`config.mk`:
```
export PLATFORM = sky130hd
export DESIGN_NAME = vram_req_bridge
export DESIGN_NICKNAME = d
export VERILOG_FILES = /design/src/rtl/vram_pkg.sv /design/src/rtl/sync_fifo.sv /design/src/rtl/vram_req_bridge.sv
export SDC_FILE = /design/constraint.sdc
export NUM_CORES = 1
export LEC_CHECK = 0
export ABC_AREA = 0
export CAP_MARGIN = 40
export CORE_MARGIN = 5
export CORE_UTILIZATION = 45
export DETAILED_ROUTE_END_ITERATION = 8
export GPL_TIMING_DRIVEN = 0
export PLACE_DENSITY_LB_ADDON = 0.12
export SYNTH_ARGS = -nofsm -noshare
export SYNTH_HDL_FRONTEND = slang
export SYNTH_SLANG_ARGS = --single-unit
export TNS_END_PERCENT = 1
```
`constraint.sdc`:
```
create_clock -name clk -period 2.5 [get_ports clk]
set_input_delay 0.5 -clock clk [delete_from_list [all_inputs] [get_ports clk]]
set_output_delay 0.5 -clock clk [all_outputs]
set_load 0.01 [all_outputs]
```
`src/rtl/vram_pkg.sv`:
```
// Shared types and default sizes for the VRAM request bridge.
package vram_pkg;

    localparam int VRAM_ADDR_W = 16;
    localparam int VRAM_DATA_W = 16;
    localparam int VRAM_DEPTH  = 4;

    // Bridge sequencer states
    typedef enum logic [1:0] {
        IDLE    = 2'd0,
        WR_REQ  = 2'd1,
        RD_REQ  = 2'd2,
        RD_WAIT = 2'd3
    } bridge_state_t;

    // One queued write: target address plus data
    typedef struct packed {
        logic [VRAM_ADDR_W-1:0] addr;
        logic [VRAM_DATA_W-1:0] data;
    } wr_entry_t;

endpackage

```
`src/rtl/sync_fifo.sv`:
```
// Small synchronous show-ahead FIFO with wrap-bit pointers.
// A push while full is dropped even if a pop happens in the same cycle.
module sync_fifo #(
    parameter int WIDTH = 8,
    parameter int DEPTH = 4
) (
    input  logic                     clk,
    input  logic                     reset,
    input  logic                     push,
    input  logic [WIDTH-1:0]         din,
    input  logic                     pop,
    output logic [WIDTH-1:0]         dout,
    output logic                     full,
    output logic                     empty,
    output logic [$clog2(DEPTH):0]   count
);

    localparam int PW = $clog2(DEPTH) + 1;
    localparam int AW = PW - 1;

    logic [PW-1:0]    wr_ptr_q, wr_ptr_d;
    logic [PW-1:0]    rd_ptr_q, rd_ptr_d;
    logic [WIDTH-1:0] mem_q [DEPTH];
    logic             push_ok;
    logic             pop_ok;

    assign full    = (wr_ptr_q[PW-1] != rd_ptr_q[PW-1]) &&
                     (wr_ptr_q[AW-1:0] == rd_ptr_q[AW-1:0]);
    assign empty   = (wr_ptr_q == rd_ptr_q);
    assign count   = wr_ptr_q - rd_ptr_q;
    assign push_ok = push && !full;
    assign pop_ok  = pop && !empty;
    assign dout    = empty ? '0 : mem_q[rd_ptr_q[AW-1:0]];

    // Advance pointers on accepted push/pop; natural wrap gives modulo 2*DEPTH
    always_comb begin
        wr_ptr_d = wr_ptr_q;
        rd_ptr_d = rd_ptr_q;
        if (push_ok) begin
            wr_ptr_d = wr_ptr_q + PW'(1);
        end
        if (pop_ok) begin
            rd_ptr_d = rd_ptr_q + PW'(1);
        end
    end

    // Pointer registers, cleared by reset
    always_ff @(posedge clk or negedge reset) begin
        if (!reset) begin
            wr_ptr_q <= '0;
            rd_ptr_q <= '0;
        end else begin
            wr_ptr_q <= wr_ptr_d;
            rd_ptr_q <= rd_ptr_d;
        end
    end

    // Storage array; contents are only visible while non-empty
    always_ff @(posedge clk) begin
        if (push_ok) begin
            mem_q[wr_ptr_q[AW-1:0]] <= din;
        end
    end

endmodule

```
`src/rtl/vram_req_bridge.sv`:
```
// Queues VRAM client writes and reads and serialises them onto a
// single-port memory request interface; read data returns via a FIFO.
module vram_req_bridge
    import vram_pkg::*;
#(
    parameter int ADDR_W = VRAM_ADDR_W,
    parameter int DATA_W = VRAM_DATA_W,
    parameter int DEPTH  = VRAM_DEPTH
) (
    input  logic              clk,
    input  logic              reset,
    input  logic              write,
    input  logic [ADDR_W-1:0] writeaddr,
    input  logic [DATA_W-1:0] writedata,
    output logic              wr_full,
    input  logic              read,
    input  logic [ADDR_W-1:0] readaddr,
    input  logic              rd_pop,
    output logic [DATA_W-1:0] readdata,
    output logic              rd_empty,
    output logic              mem_req,
    output logic              mem_we,
    output logic [ADDR_W-1:0] mem_addr,
    output logic [DATA_W-1:0] mem_wdata,
    input  logic              mem_ack,
    input  logic              mem_rvalid,
    input  logic [DATA_W-1:0] mem_rdata,
    output logic              overflow
);

    localparam int PW = $clog2(DEPTH) + 1;

    bridge_state_t     state_q, state_d;
    logic              last_wr_q, last_wr_d;
    logic              mem_req_q, mem_req_d;
    logic              mem_we_q, mem_we_d;
    logic [ADDR_W-1:0] mem_addr_q, mem_addr_d;
    logic [DATA_W-1:0] mem_wdata_q, mem_wdata_d;
    logic              overflow_q, overflow_d;

    wr_entry_t         wf_din, wf_dout;
    logic              wf_full, wf_empty, wf_pop;
    logic [PW-1:0]     wf_count_unused;
    logic [ADDR_W-1:0] raf_dout;
    logic              raf_full, raf_empty, raf_pop;
    logic [PW-1:0]     raf_count_unused;
    logic              rdf_full_unused, rdf_empty, rdf_push;
    logic [PW-1:0]     rdf_count;

    logic              outstanding;
    logic [PW:0]       credit_sum;
    logic              rd_credit;
    logic              grant_wr;
    logic              grant_rd;

    assign wf_din = '{addr: writeaddr, data: writedata};

    sync_fifo #(.WIDTH($bits(wr_entry_t)), .DEPTH(DEPTH)) u_wf (
        .clk(clk), .reset(reset),
        .push(write), .din(wf_din), .pop(wf_pop), .dout(wf_dout),
        .full(wf_full), .empty(wf_empty), .count(wf_count_unused)
    );

    sync_fifo #(.WIDTH(ADDR_W), .DEPTH(DEPTH)) u_raf (
        .clk(clk), .reset(reset),
        .push(read), .din(readaddr), .pop(raf_pop), .dout(raf_dout),
        .full(raf_full), .empty(raf_empty), .count(raf_count_unused)
    );

    sync_fifo #(.WIDTH(DATA_W), .DEPTH(DEPTH)) u_rdf (
        .clk(clk), .reset(reset),
        .push(rdf_push), .din(mem_rdata), .pop(rd_pop), .dout(readdata),
        .full(rdf_full_unused), .empty(rdf_empty), .count(rdf_count)
    );

    // Read credit and write/read arbitration with alternating last-grant
    always_comb begin
        outstanding = (state_q == RD_REQ) || (state_q == RD_WAIT);
        credit_sum  = {1'b0, rdf_count} + {{PW{1'b0}}, outstanding};
        rd_credit   = !raf_empty && (credit_sum < (PW+1)'(DEPTH));
        grant_wr    = !wf_empty && (!rd_credit || !last_wr_q);
        grant_rd    = rd_credit && (wf_empty || last_wr_q);
    end

    // Next-state logic
    always_comb begin
        state_d   = state_q;
        last_wr_d = last_wr_q;
        case (state_q)
            IDLE: begin
                if (grant_wr) begin
                    state_d   = WR_REQ;
                    last_wr_d = 1'b1;
                end else if (grant_rd) begin
                    state_d   = RD_REQ;
                    last_wr_d = 1'b0;
                end
            end
            WR_REQ:  if (mem_ack)    state_d = IDLE;
            RD_REQ:  if (mem_ack)    state_d = RD_WAIT;
            RD_WAIT: if (mem_rvalid) state_d = IDLE;
            default: state_d = IDLE;
        endcase
    end

    // Output/datapath logic: load request registers, FIFO strobes, sticky overflow
    always_comb begin
        mem_req_d   = mem_req_q;
        mem_we_d    = mem_we_q;
        mem_addr_d  = mem_addr_q;
        mem_wdata_d = mem_wdata_q;
        wf_pop      = 1'b0;
        raf_pop     = 1'b0;
        rdf_push    = 1'b0;
        overflow_d  = overflow_q | (write & wf_full) | (read & raf_full);
        case (state_q)
            IDLE: begin
                if (grant_wr) begin
                    mem_req_d   = 1'b1;
                    mem_we_d    = 1'b1;
                    mem_addr_d  = wf_dout.addr;
                    mem_wdata_d = wf_dout.data;
                end else if (grant_rd) begin
                    mem_req_d  = 1'b1;
                    mem_we_d   = 1'b0;
                    mem_addr_d = raf_dout;
                end
            end
            WR_REQ: begin
                if (mem_ack) begin
                    mem_req_d = 1'b0;
                    wf_pop    = 1'b1;
                end
            end
            RD_REQ: begin
                if (mem_ack) begin
                    mem_req_d = 1'b0;
                    raf_pop   = 1'b1;
                end
            end
            RD_WAIT: begin
                if (mem_rvalid) begin
                    rdf_push = 1'b1;
                end
            end
            default: ;
        endcase
    end

    // State and registered outputs
    always_ff @(posedge clk or negedge reset) begin
        if (!reset) begin
            state_q     <= IDLE;
            last_wr_q   <= 1'b0;
            mem_req_q   <= 1'b0;
            mem_we_q    <= 1'b0;
            mem_addr_q  <= '0;
            mem_wdata_q <= '0;
            overflow_q  <= 1'b0;
        end else begin
            state_q     <= state_d;
            last_wr_q   <= last_wr_d;
            mem_req_q   <= mem_req_d;
            mem_we_q    <= mem_we_d;
            mem_addr_q  <= mem_addr_d;
            mem_wdata_q <= mem_wdata_d;
            overflow_q  <= overflow_d;
        end
    end

    assign mem_req   = mem_req_q;
    assign mem_we    = mem_we_q;
    assign mem_addr  = mem_addr_q;
    assign mem_wdata = mem_wdata_q;
    assign overflow  = overflow_q;
    assign wr_full   = wf_full;
    assign rd_empty  = rdf_empty;

endmodule

```
==> flow_metrics.tcl, run 1 <==
set metrics [dict create \
    critical_path.endpoint_type "register" \
    first_pass_iters 5 \
    synth-seq-cells 311 \
    max_freq_mhz 401 \
    htreeDepth 2 \
    grt_pass1_vias 6732 \
    synth_mux_area_frac 0.138 \
    seq_area_um2 9060 \
    synth_top_family_by_area "multiplexers" \
    rr_worst_depth 8 \
    worst_slew_pin_slew_ns 0.645 \
    grtUsageTotal 0.164 \
    r2r-start "u_rdf.wr_ptr_q[0]" \
    cp.depth 8 \
    diodes 0 \
    ys.flop_type "edfxtp_1" \
    final_area_um2 15400 \
    crit_start "u_rdf.wr_ptr_q[0]" \
    grt_max_degree 39 \
    netlist_top_cells_area "edfxtp_1, mux4_2, dfrtp_1" \
    synth.distinct_cells 42 \
    boundaryPins 124 \
    synth_cells 602 \
    cp_top_family "adder cells" \
    grt-ovfl-total 0 \
    cts_buffers 34 \
    area_growth_pct 26.2 \
    portBuffers 123 \
    start_util 0.455 \
    synth_warnings 0 \
    p_leak_uw 0.00541 \
    hold_path.class "reg -> reg" \
    synth_simple_gate_area_frac 0.0266 \
    synthTopCellsByCount "edfxtp_1, mux4_2, dfrtp_1, ha_1, a31oi_1" \
    crit_path_cell_trace "inv_2 > ha_2 > fa_1 > or3_4 > a41oi_4 > and2_4 > buf_12 > mux2_2" \
    cp_max_fo 7 \
    worst-path-buf-inv 2 \
    arrival_ns 2.87 \
    avgViaCountPerCell 5.36 \
    rsz0062_at_grt "true" \
    drive_above_1_share 0.265 \
    endpoint "mem_wdata[1]" \
    synth_compound_area_frac 0.0380 \
    outcome "finished, final reports clean" \
    p_total_uw 20800 \
    fillers 2027 \
    layoutNonFillerInstCount 1153 \
    synth.top_cell.area_share 0.630 \
    dp_hpwl_um 16400 \
    clk_path_buf_depth 3 \
    routed_wl_um 24800 \
    cts.sinks 311 \
    fin_crit_sh 0.998 \
    ant_nets 0 \
    die_h_um 175 \
    min_period_ns 2.50 \
    synthXorXnorAreaFrac 0.0156 \
    slew-limit-headroom 0.570 \
    max-cap-violations 0 \
    fin_skew_ns 0.0115 \
    worstPathRequired_ns 2.88 \
    antenna_found_initial 0 \
    drt_iter0_drc 507 \
    hold_viol_final 0 \
    post_drt_wl_per_cell_um 21.5 \
    maxSlewViolCount 0 \
    irDropWorstVdd_uv 776 \
    yosys.area.top_type "edfxtp_1" \
    cts_root_buffer "clkbuf_16" \
    critPathSlowestCell "fa_1" \
    cts_tree "built" \
    multi_input_area_um2 3010 \
    synth_fa_ha_area_frac 0.0232 \
    fp.dieW_um 175 \
    min-delay-start "u_wf.wr_ptr_q[2]" \
    ys_seq_area_frac 0.743 \
    async_reset_ff_frac 0.177 \
    cp-start-kind "register" \
    hold_depth 1 \
    synth_fp_nets 695 \
    insertion_delay_ns 0.50 \
    grt_first_pass_wirelength_um 39100 \
    dp.cells 1078 \
    rows 60 \
    drcViolationCount 0 \
    vias 6181 \
    setup_violations 0 \
    r2r_slack_ns 0.004 \
    synth_edf_count 256 \
    synth.most_common_cell "edfxtp_1" \
    num-nets-final 879 \
    postSynthAreaPerCell_um2 20.3 \
    gp_congestion 0.800 \
    cellPowerDensity_nw_per_um2 1350 \
    r2r_end "mem_wdata[1]" \
    cp_slowest_stage_delay_ns 0.45 \
    dieArea_um2 30500 \
    synth_area_um2 12200 \
    worst-setup-path-type "reg -> reg" \
    dpl_cell_area_um2 14100 \
    core_area_um2 26800 \
    clk_pin_slew_worst_paths_ns 0.06 \
]
-- report_power, final --
part           total (µW)  switching (µW)  internal [µW]
clock network        4950            1900           3050
registers            7480             516           6970
logic                8370            4110           4260
-- state kept, by name (all words and copies together) (netlist names) --
| signal | cells |
|---|---|
| state_q | 2 |
| mem_wdata | 16 |
| u_rdf.mem_q | 64 |
| mem_addr | 16 |
| u_raf.mem_q | 64 |
| u_wf.wr_ptr_q | 3 |
| u_wf.rd_ptr_q | 3 |
| u_wf.mem_q | 128 |
| mem_req | 1 |
| u_raf.wr_ptr_q | 3 |
| overflow | 1 |
| u_rdf.wr_ptr_q | 3 |
| mem_we | 1 |
| u_raf.rd_ptr_q | 3 |
| u_rdf.rd_ptr_q | 3 |
-- layout make-up --
| type | instances | area share |
|---|---|---|
| multi-input cells | 250 | 0.195 |
| repair buffers | 150 | 0.0975 |
| well taps | 341 | 0.0277 |
| plain buffers | 27 | 0.0145 |
| clock buffers | 52 | 0.0670 |
| inverters | 12 | 0.00325 |
| flip-flops and latches | 311 | 0.589 |
| clock inverters | 10 | 0.00626 |
-- stage by stage --
| stage | utilization | setup WS [ns] | hold WS, ns | TNS (ns) |
|---|---|---|---|---|
| after floorplan | - | -0.158 | 0.204 | -9.93 |
| after global placement | 0.517 | -1.36 | 0.475 | -252.35 |
| after detailed placement | 0.525 | -1.47 | 0.481 | -87.83 |
| after CTS | 0.572 | -0.0870 | 0.493 | -0.704 |
| after global routing | 0.575 | -0.0809 | 0.501 | -2.86 |
| final | 0.575 | 0.00376 | 0.491 | 0 |
-- worst min-delay path by stage --
stage,endpoint,slack [ns]
6_report,u_wf.wr_ptr_q[2],0.49
5_1_grt,u_raf.rd_ptr_q[2],0.50
4_1_cts,u_raf.rd_ptr_q[2],0.49
3_5_place_dp,u_raf.rd_ptr_q[2],0.48
3_3_place_gp,u_wf.wr_ptr_q[2],0.47
2_1_floorplan,mem_addr[0],0.20
-- cell usage in the layout, fill, tap and decap left out, types with 17 or more instances in the layout --
cell	instances
a31oi_1	18
buf_2	24
clkbuf_1	18
clkbuf_16	38
clkdlybuf4s50_1	104
dfrtp_1	54
edfxtp_1	256
ha_1	19
mux4_2	64
nor2b_1	17
-- worst reg2reg max path: stages, from the launching register on --
cell,delay [ns]
dfrtp_1,0.39
inv_2,0.10
ha_2,0.18
fa_1,0.45
or3_4,0.38
a41oi_4,0.18
and2_4,0.23
buf_12,0.13
mux2_2,0.33
-- cell families after synthesis --
kind of cell / count (synthesis)
flops: 311
mux: 83
compound gates: 68
simple gates: 57
buf+inv: 41
fa+ha+maj: 22
xor+xnor: 20
-- routing by layer --
metal / wire (µm) / GRT usage
met5: 0 / 0
met4: 598 / 0.0478
met3: 1410 / 0.0374
met2: 12400 / 0.281
met1: 10400 / 0.212
-- what timing repair did --
item / in CTS / in global routing
hold endpoints to repair: 17 / 0
hold buffers: 1 / 0
setup endpoints to repair: 138 / 91
gates cloned: 1 / 0
pin swaps: 7 / 4
buffers inserted: 9 / 4
gates resized for setup: 109 / 11
Power figures use the tool's default switching activity.
==> run 2, diff against run 1 <==
--- a/config.mk
+++ b/config.mk
@@ -9,6 +9,7 @@
 export CAP_MARGIN = 40
 export CORE_MARGIN = 5
 export CORE_UTILIZATION = 45
+export CTS_BUF_LIST = sky130_fd_sc_hd__clkbuf_4
 export DETAILED_ROUTE_END_ITERATION = 8
 export GPL_TIMING_DRIVEN = 0
 export PLACE_DENSITY_LB_ADDON = 0.12
==> flow_metrics.tcl, run 2 (synthesis gave the netlist of run 1 again) <==
set metrics [dict create \
    start_util 0.455 \
    wl_met3_um 1370 \
    routed_wl_um 25000 \
    post_drt_wl_per_cell_um 20.3 \
    gp_congestion 0.800 \
    place_ws_ns -1.47 \
    layout_commonest_cell "edfxtp_1" \
    r2r-start "u_rdf.rd_ptr_q[0]" \
    fin_crit_sh 1.05 \
    drive_above_1_share 0.329 \
    slew-limit-headroom 0.576 \
    ant_nets 0 \
    dp_hpwl_um 16400 \
    drt_iter0_drc 436 \
    layout_common_cells "edfxtp_1, clkbuf_4, clkdlybuf4s50_1" \
    arrival_ns 2.13 \
    setup_violations 30 \
    fin_skew_ns 0.0411 \
    dpl_cell_area_um2 14100 \
    min_period_ns 2.63 \
    grt_pass1_vias 7187 \
    rows 60 \
    htreeDepth 3 \
    multi_input_area_um2 3020 \
    final_area_um2 15300 \
    cp-start-kind "register" \
    dieArea_um2 30500 \
    cts_buffers 80 \
    grt-ovfl-total 0 \
    cts_tree "built" \
    maxSlewViolCount 0 \
    dp.cells 1078 \
    wl_met1_um 10400 \
    p_leak_uw 0.00550 \
    worst_slew_pin_slew_ns 0.636 \
    portBuffers 123 \
    boundaryPins 124 \
    seq_area_um2 9060 \
    hold_viol_final 0 \
    worstPathRequired_ns 2.00 \
    clk_path_buf_depth 3 \
    grt_max_degree 39 \
    grtUsageTotal 0.167 \
    critical_path.endpoint_type "output pin" \
    setup_ws_ns -0.128 \
    p_total_uw 20100 \
    cts.sinks 311 \
    first_pass_iters 4 \
    rsz0062_at_grt "true" \
    die_h_um 175 \
    fillers 2080 \
    worst-path-buf-inv 3 \
    cp_top_family "multiplexers" \
    worst-setup-path-type "reg -> out" \
    fp.dieW_um 175 \
    crit_path_cell_trace "buf_6 > buf_12 > mux4_2 > nor2b_1 > buf_2" \
    drcViolationCount 0 \
    dr_wl_met2_um 12600 \
    cp_max_fo 5 \
    outcome "finished, violations left" \
    insertion_delay_ns 0.65 \
    core_area_um2 26800 \
    area_growth_pct 25.7 \
    max-cap-violations 0 \
    clk_pin_slew_worst_paths_ns 0.07 \
    r2r_slack_ns -0.10 \
    layoutNonFillerInstCount 1234 \
    vias 6456 \
    max_freq_mhz 381 \
    r2r_end "mem_wdata[11]" \
    cts_root_buffer "clkbuf_4" \
    irDropWorstVdd_uv 874 \
    critPathSlowestCell "mux4_2" \
    largest_reg_flops 128 \
    rr_worst_depth 7 \
    violations "negative setup slack" \
    cp.depth 5 \
    avgViaCountPerCell 5.23 \
    cp_slowest_stage_delay_ns 0.51 \
    grt_first_pass_wirelength_um 39600 \
    hold_path.class "in -> async" \
    routed.top_layer "met4" \
    antenna_found_initial 2 \
    cellPowerDensity_nw_per_um2 1310 \
    num-nets-final 926 \
]
[run 2: worst max path at each step]
stage	to	startpoint	slack (ns)
global route	readdata[4]	u_rdf.rd_ptr_q[0]	-0.24
global placement	rd_empty	u_rdf.rd_ptr_q[1]	-1.36
CTS	readdata[10]	u_rdf.rd_ptr_q[0]	-0.20
detailed placement	rd_empty	u_rdf.rd_ptr_q[1]	-1.47
floorplan	mem_wdata[10]	u_rdf.wr_ptr_q[0]	-0.16
finish	readdata[13]	u_rdf.rd_ptr_q[0]	-0.13
[run 2: worst register-to-register path, cell delays in order, from the launching register on]
cell and delay (ns):
dfrtp_1 0.42, ha_1 0.23, fa_1 0.49, or3_4 0.38
a41oi_4 0.17, and2_4 0.29, buf_12 0.19, mux2_4 0.30
[run 2: area by class of cell]
type                    count  area share
repair buffers            150      0.0996
plain buffers              28      0.0139
well taps                 341      0.0278
flip-flops and latches    311       0.591
clock buffers             121      0.0592
inverters                  12     0.00326
clock inverters            19     0.00840
diodes                      2    0.000326
multi-input cells         250       0.197
[run 2: timing repair]
| item | in CTS | in global routing |
|---|---|---|
| hold buffers | 1 | 0 |
| resized for setup | 111 | 11 |
| endpoints found under the hold margin | 17 | 0 |
| cloned | 2 | 0 |
| buffers inserted | 9 | 3 |
| pin swaps | 7 | 3 |
| endpoints found under the setup margin | 137 | 90 |
[run 2: metrics by stage]
stage	util	hold WS (ns)	setup TNS, ns
floorplan	-	0.204	-9.93
global placement	0.517	0.475	-252.35
detailed placement	0.525	0.481	-87.83
CTS	0.570	0.325	-3.93
global route	0.572	0.355	-6.97
finish	0.572	0.371	-2.55
[run 2: power breakdown]
| part | total [µW] | switching, µW | internal (µW) |
|---|---|---|---|
| Combinational | 8340 | 4090 | 4250 |
| Sequential | 7480 | 521 | 6960 |
| Clock | 4320 | 1910 | 2410 |
[run 2: layer usage]
layer	track usage	vias up
met5	0	-
met4	0.0671	0
met3	0.0489	36
met2	0.278	205
met1	0.206	3275
li1	-	2940
==> run 3, diff against run 2 <==
--- a/config.mk
+++ b/config.mk
@@ -11,6 +11,7 @@
 export CORE_UTILIZATION = 45
 export CTS_BUF_LIST = sky130_fd_sc_hd__clkbuf_4
 export DETAILED_ROUTE_END_ITERATION = 8
+export DONT_BUFFER_PORTS = 1
 export GPL_TIMING_DRIVEN = 0
 export PLACE_DENSITY_LB_ADDON = 0.12
 export SYNTH_ARGS = -nofsm -noshare
==> flow_metrics.tcl, run 3 (synthesis gave the netlist of run 1 again) <==
set metrics [dict create \
    critical_path.endpoint_type "output pin" \
    ant_nets 0 \
    num-nets-final 871 \
    hold_path.class "in -> reg" \
    setup_ws_ns -0.00664 \
    dieArea_um2 30500 \
    cellPowerDensity_nw_per_um2 1320 \
    core_area_um2 26800 \
    max-cap-violations 0 \
    post_drt_wl_per_cell_um 21.0 \
    avgViaCountPerCell 5.30 \
    min_period_ns 2.51 \
    dpl_cell_area_um2 12800 \
    grt_max_degree 56 \
    outcome "finished, violations left" \
    rows 60 \
    p_total_uw 19800 \
    worst_slew_pin_slew_ns 0.723 \
    cts_root_buffer "clkbuf_4" \
    fillers 2086 \
    worst-setup-path-type "reg -> out" \
    max_freq_mhz 399 \
    start_util 0.455 \
    first_pass_iters 4 \
    largest_reg_flops 128 \
    layout_common_cells "edfxtp_1, clkbuf_4, dlygate4sd3_1" \
    cts_buffers 82 \
    fin_skew_ns 0.0482 \
    area_growth_pct 23.2 \
    antenna_found_initial 2 \
    cts_tree "built" \
    htreeDepth 3 \
    boundaryPins 124 \
    grt_first_pass_wirelength_um 39000 \
    fp.dieW_um 175 \
    clk_pin_slew_worst_paths_ns 0.06 \
    rsz0062_at_grt "true" \
    grtUsageTotal 0.166 \
    cts.sinks 311 \
    insertion_delay_ns 0.68 \
    routed_wl_um 24800 \
    drcViolationCount 0 \
    portBuffers 0 \
    cp_max_fo 5 \
    arrival_ns 2.01 \
    layout_commonest_cell "edfxtp_1" \
    worstPathRequired_ns 2.00 \
    irDropWorstVdd_uv 567 \
    drive_above_1_share 0.353 \
    vias 6280 \
    slew-limit-headroom 0.518 \
    setup_violations 3 \
    hold_viol_final 0 \
    maxSlewViolCount 0 \
    p_leak_uw 0.00541 \
    gp_congestion 0.758 \
    die_h_um 175 \
    cp-start-kind "register" \
    grt-ovfl-total 0 \
    dp_hpwl_um 16100 \
    drt_iter0_drc 318 \
    violations "negative setup slack" \
    final_area_um2 15000 \
    clk_path_buf_depth 3 \
    grt_pass1_vias 6963 \
    fin_crit_sh 1.00 \
]
[run 3: cell types whose count changed in the layout (fill, tap and decap cells not counted), moves of 7 or more]
cell / before / now
buf_2: 22 / 6
clkdlybuf4s50_1: 104 / 0
dlygate4sd3_1: 1 / 67
mux2_2: 11 / 4
mux2_4: 8 / 15
nor2b_1: 16 / 0
nor2b_4: 1 / 16
[run 3: cell type report]
cell class | instances | area [µm²] | share of cell area
Timing Repair Buffer | 94 | 1050 | 0.0701
Clock buffer | 119 | 893 | 0.0594
Antenna cell | 2 | 5.00 | 0.000333
Tap cell | 341 | 427 | 0.0284
Clock inverter | 28 | 179 | 0.0119
Inverter | 12 | 47.5 | 0.00316
Multi-Input combinational cell | 250 | 3150 | 0.210
Buffer | 27 | 206 | 0.0137
Sequential cell | 311 | 9060 | 0.603
[run 3: final timing paths]
path | startpoint | end | slack [ns] | cells past startpoint
worst max-delay path | u_rdf.rd_ptr_q[0] | readdata[13] | -0.007 | 4
worst min-delay path | rd_pop | u_rdf.rd_ptr_q[2] | 0.06 | 2
worst max register to register | u_rdf.rd_ptr_q[0] | mem_wdata[6] | 0 | 7
worst min register to register | u_raf.wr_ptr_q[2] | u_raf.wr_ptr_q[2] | 0.49 | 1
max in group asynchronous | reset | mem_addr[4] | 1.78 | 2
min in group asynchronous | reset | mem_wdata[1] | 0.43 | 2
[run 3: what timing repair did]
action,in CTS,in global routing
gates cloned,1,1
buffers inserted,9,3
endpoints found under the setup margin,120,170
resized for setup,76,12
pin swaps,8,5
hold buffers,68,0
hold endpoints to repair,313,0
[run 3: worst max-delay path, stage by stage (launching register included)]
cell and delay, ns:
dfrtp_2 0.41, buf_6 0.14, buf_12 0.12, mux4_2 0.52, nor2b_4 0.16
[run 3: stage by stage]
step	util	worst slack, ns	TNS, ns	instances	hold WS, ns
6_report	0.561	-0.00664	-0.0121	1184	0.0627
5_1_grt	0.561	-0.127	-3.10	1184	0.00331
4_1_cts	0.559	-0.139	-3.18	1179	0.0105
3_5_place_dp	0.479	-1.02	-78.18	955	0.206
3_3_place_gp	0.471	-0.948	-181.73	943	0.206
2_1_floorplan	-	-0.158	-9.93	602	0.204
[run 3: metal layers]
| metal | routed length (µm) | GRT usage | share of wire |
|---|---|---|---|
| met1 | 9910 | 0.201 | 0.40 |
| met2 | 12600 | 0.275 | 0.51 |
| met3 | 1870 | 0.0601 | 0.075 |
| met4 | 486 | 0.0625 | 0.020 |
| met5 | 0 | 0 | 0 |
[run 3: report_power, final]
group / total (µW) / internal (µW) / switching, µW
clock: 4400 / 2410 / 1990
combinational: 7740 / 3880 / 3870
sequential: 7710 / 6960 / 746
